`config.mk`:
```
export PLATFORM = sky130hd
export DESIGN_NAME = pkmc_cmd_tracker
export DESIGN_NICKNAME = d
export VERILOG_FILES = /design/src/rtl/pkmc_cmd_tracker.sv
export SDC_FILE = /design/constraint.sdc
export NUM_CORES = 1
export LEC_CHECK = 0
export CAP_MARGIN = 30
export CORE_ASPECT_RATIO = 1.25
export CORE_MARGIN = 8
export CORE_UTILIZATION = 38
export DETAILED_ROUTE_END_ITERATION = 10
export GPL_TIMING_DRIVEN = 1
export PLACE_DENSITY_LB_ADDON = 0.15
export SYNTH_ARGS = -nofsm -noshare
export SYNTH_HDL_FRONTEND = slang
export SYNTH_SLANG_ARGS = --single-unit
```
`constraint.sdc`:
```
create_clock -name clk_i -period 1.8 [get_ports clk_i]
set_clock_uncertainty 0.15 [all_clocks]
set_input_delay 0.18 -clock clk_i [delete_from_list [all_inputs] [get_ports clk_i]]
set_output_delay 0.18 -clock clk_i [all_outputs]
set_load 0.005 [all_outputs]
```
`src/rtl/pkmc_cmd_tracker.sv`:
```
// Matches the SDRAM command bus against NCH reference commands and tracks the spacing between hits, with one cycle of latency.
// There is no backpressure: every valid cycle is evaluated, and the block never stalls the sequencer.
module pkmc_cmd_tracker #(
    parameter int CMD_W = 4,
    parameter int NCH   = 4,
    parameter int CNT_W = 4
) (
    input  logic                 clk_i,
    input  logic                 rst_i,
    input  logic [CMD_W-1:0]     cmd_i,
    input  logic                 cmd_valid_i,
    input  logic [NCH*CMD_W-1:0] ref_cmd_i,
    input  logic [NCH-1:0]       mask_i,
    input  logic [NCH*CNT_W-1:0] min_gap_i,
    input  logic                 viol_clr_i,
    output logic [NCH-1:0]       hit_o,
    output logic                 any_hit_o,
    output logic                 multi_hit_o,
    output logic [NCH*CNT_W-1:0] gap_cnt_o,
    output logic [NCH-1:0]       ready_o,
    output logic [NCH-1:0]       viol_o
);

    localparam logic [CNT_W-1:0] CNT_MAX = '1;

    logic [NCH-1:0]            match_vec;
    logic [NCH-1:0]            ready_vec;

    logic [NCH-1:0]            hit_d,       hit_q;
    logic                      any_hit_d,   any_hit_q;
    logic                      multi_hit_d, multi_hit_q;
    logic [NCH-1:0][CNT_W-1:0] gap_cnt_d,   gap_cnt_q;
    logic [NCH-1:0]            viol_d,      viol_q;

    always_comb begin
        match_vec = '0;
        ready_vec = '0;
        for (int k = 0; k < NCH; k++) begin
            match_vec[k] = cmd_valid_i && !mask_i[k] &&
                           (cmd_i == ref_cmd_i[k*CMD_W +: CMD_W]);
            ready_vec[k] = (gap_cnt_q[k] >= min_gap_i[k*CNT_W +: CNT_W]);
        end
    end

    always_comb begin
        hit_d       = match_vec;
        any_hit_d   = |match_vec;
        // Clearing the lowest set bit leaves something only if two or more channels matched.
        multi_hit_d = |(match_vec & (match_vec - 1'b1));
        gap_cnt_d   = gap_cnt_q;
        viol_d      = viol_q;
        for (int k = 0; k < NCH; k++) begin
            if (match_vec[k]) begin
                gap_cnt_d[k] = '0;
            end else if (gap_cnt_q[k] != CNT_MAX) begin
                gap_cnt_d[k] = gap_cnt_q[k] + 1'b1;
            end
            // A new violation takes priority over a clear in the same cycle.
            if (match_vec[k] && !ready_vec[k]) begin
                viol_d[k] = 1'b1;
            end else if (viol_clr_i) begin
                viol_d[k] = 1'b0;
            end
        end
    end

    always_ff @(posedge clk_i) begin
        if (rst_i) begin
            hit_q       <= '0;
            any_hit_q   <= 1'b0;
            multi_hit_q <= 1'b0;
            gap_cnt_q   <= '1;
            viol_q      <= '0;
        end else begin
            hit_q       <= hit_d;
            any_hit_q   <= any_hit_d;
            multi_hit_q <= multi_hit_d;
            gap_cnt_q   <= gap_cnt_d;
            viol_q      <= viol_d;
        end
    end

    assign hit_o       = hit_q;
    assign any_hit_o   = any_hit_q;
    assign multi_hit_o = multi_hit_q;
    assign gap_cnt_o   = gap_cnt_q;
    assign ready_o     = ready_vec;
    assign viol_o      = viol_q;

endmodule

```
==> metrics.txt <==
top_reg_cell synth dfxtp_1; H-tree level count 1; WP data required 1.47 ns; cell mode on critical path a21o_1; share of layout cells above drive strength 1 30.1%; dominant cell by count in the synthesized netlist inv_1; Final Max Slew Viols 0; worst skew pair latency 0.27 ns; port buffer count 73; Layout Nets 371; worst hold path depth 2; Clock power frac 11.6%; worst hold path type reg2reg; Reg power frac 25.5%; DR vias 1730; # DRC 0; reg2reg path depth 9; DR iter-0 viols 65; FMAX 522 MHz; CP arrival 1.58 ns; total CTS buffers 3; post-layout worst setup margin -0.115 ns; grt total ovfl 0; cell row count 27; WL per Instance 12.7 um; Max Cap Viol 0; Netlist cell types 33; CP Launch Type flip-flop; initial antenna violation count 0; CP Cell Sequence inv_2 > ha_4 > nand2b_4 > a21o_1 > a21o_1 > a21o_1 > buf_2; antenna-violating nets left 0; CP endpoint kind primary output; peak supply drop 0.000643 V; Die H 90.6 um; dpl hpwl 3660 um; vias in the first global route 1804; slowest stage delay, CP 0.33 ns; worst-margin pin slew 0.353 ns; Synth Instances 183; synth top area cells dfxtp_1, ha_1, a21o_1; pwr dens 1100 nW/um^2; Hold Worst Slack 0.330 ns; Avg Synthesized Cell Area 9.24 um^2; status complete, but fails checks; worst-path maximum fanout 2; Area Overhead vs Synth 75.6%; dominant cell type by area after synthesis dfxtp_1; Core Area 4360 um^2; Yosys reg bits 26; Synth top area share 30.8%; io pins 74; Worst-path clk slew 0.09 ns; Initial DRT Pass Iterations 4; P_int 2230 uW; largest net degree at the start of global routing 27; Psw 1030 uW; Final Hold Viols 0; Design Power 3260 uW; Crit Path Class reg2out; Die ar. 6850 um^2; gpl congestion 0.756; Layout Utilization 68.1%; initial core utilization 38.8%; first-pass GRT wire length 7470 um; max_slew headroom 76.4%; drt via density 4.75; GRT Total Usage 13.6%; syn nets 247; Tcrit/Tclk final 106%; CP max stage cell dfxtp_2; setup TNS -0.478 ns; YS warnings 0; Post-synth EDFFs 0; top cells by count, synth inv_1, dfxtp_1, a21o_1; clock sinks 26; CTS root buf clkbuf_8; async set-reset flop share out of synthesis 0%; Syn Std Cell Area 1690 um^2; post-synthesis sequential area ratio 30.8%; static leakage 0.00141 uW; # diodes 0; min Tclk post-route 1.91 ns; setup violators final 5; Routed WL 4610 um; sw frac 31.6%; chip width 75.7 um; RSZ-0062 raised after global routing true; violated checks negative setup slack; combinational power share 62.9%; CTS tree yes; Max clock buf depth 2
[worst paths after layout]
path	start	endpoint	slack, ns
max	gap_cnt_o[0]	ready_o[0]	-0.11
min	viol_o[0]	viol_o[0]	0.33
max reg2reg	gap_cnt_o[0]	viol_o[0]	-0.06
min reg2reg	viol_o[0]	viol_o[0]	0.33
[stage by stage]
stage               instances  cell area (um^2)  setup slack, ns
global route              364              2970           -0.193
detailed placement        349              2760           -0.519
global placement          349              2760           -0.488
CTS                       360              2920           -0.106
finish                    364              2970           -0.115
floorplan                 183              1690           0.0308
[kinds of logic after synthesis]
kind of cell	after synthesis	synth area share (%)
compound gates	48	21.9
simple gates	38	13.8
flops	26	30.8
xor+xnor	11	5.70
fa+ha+maj	21	15.5
buf+inv	32	7.92
mux	7	4.44
[what timing repair did]
action / CTS / global route
buffers inserted: 8 / 4
gates resized for setup: 39 / 6
hold buffers: 0 / 0
endpoints found under the setup margin: 21 / 14
pin swaps: 24 / 7
hold endpoints to repair: 0 / 0
[flip-flops by register name (all words and copies together) (netlist names)]
register     flops
any_hit_o        1
gap_cnt_o       16
hit_o            4
viol_o           4
multi_hit_o      1
[cell type report]
cell class	count	area (um^2)
fill	376	1390
multi-input combinational	125	1130
timing repair buffer	123	1080
sequential	26	527
inverter	28	105
tap	58	72.6
clock buffer	4	55.1
[cell usage in the layout (no fill, tap or decap), types with 2 or more instances in the layout]
cell type / count
a211oi_1: 2
nor2_1: 7
a21oi_2: 2
o211ai_1: 4
a21oi_1: 3
dfxtp_1: 21
nand4b_2: 2
dlygate4sd2_1: 8
nand2b_1: 8
nand2b_4: 4
ha_1: 16
buf_2: 4
a211o_1: 3
o22ai_1: 2
buf_4: 50
xnor2_1: 10
dfxtp_2: 5
nand3b_1: 4
mux2_2: 4
a222oi_1: 3
ha_4: 4
a21o_2: 3
dlymetal6s2s_1: 2
a21o_1: 21
inv_2: 5
clkdlybuf4s50_1: 59
inv_1: 23
clkbuf_8: 4
nand3_1: 9
mux2i_1: 3
[routing by layer]
metal | vias up | global-route usage, % | wire length [um] | part of all wire [%]
li1 | 891 | - | - | -
met1 | 769 | 14.9 | 1930 | 42
met2 | 63 | 22.7 | 2110 | 46
met3 | 7 | 4.89 | 499 | 11
met4 | 0 | 5.31 | 72 | 1.6
met5 | - | 0 | 0 | 0
[power groups by stage]
stage | sequential (uW) | clock [uW] | combinational (uW)
2_1_floorplan | 881 | 0 | 934
6_report | 829 | 377 | 2050
4_1_cts | 829 | 392 | 2000
3_3_place_gp | 825 | 0 | 1850
5_1_grt | 850 | 415 | 2280
3_5_place_dp | 831 | 0 | 1880
[critical path: cells and delay by family (launching register included)]
kind	cells	cell delay, ns
AO/OA/AOI/OAI	3	0.46
flip-flops	1	0.33
adder cells (fa/ha/maj)	1	0.20
buffers and inverters	2	0.19
AND/OR/NAND/NOR	1	0.13
Power figures use the tool's default switching activity.
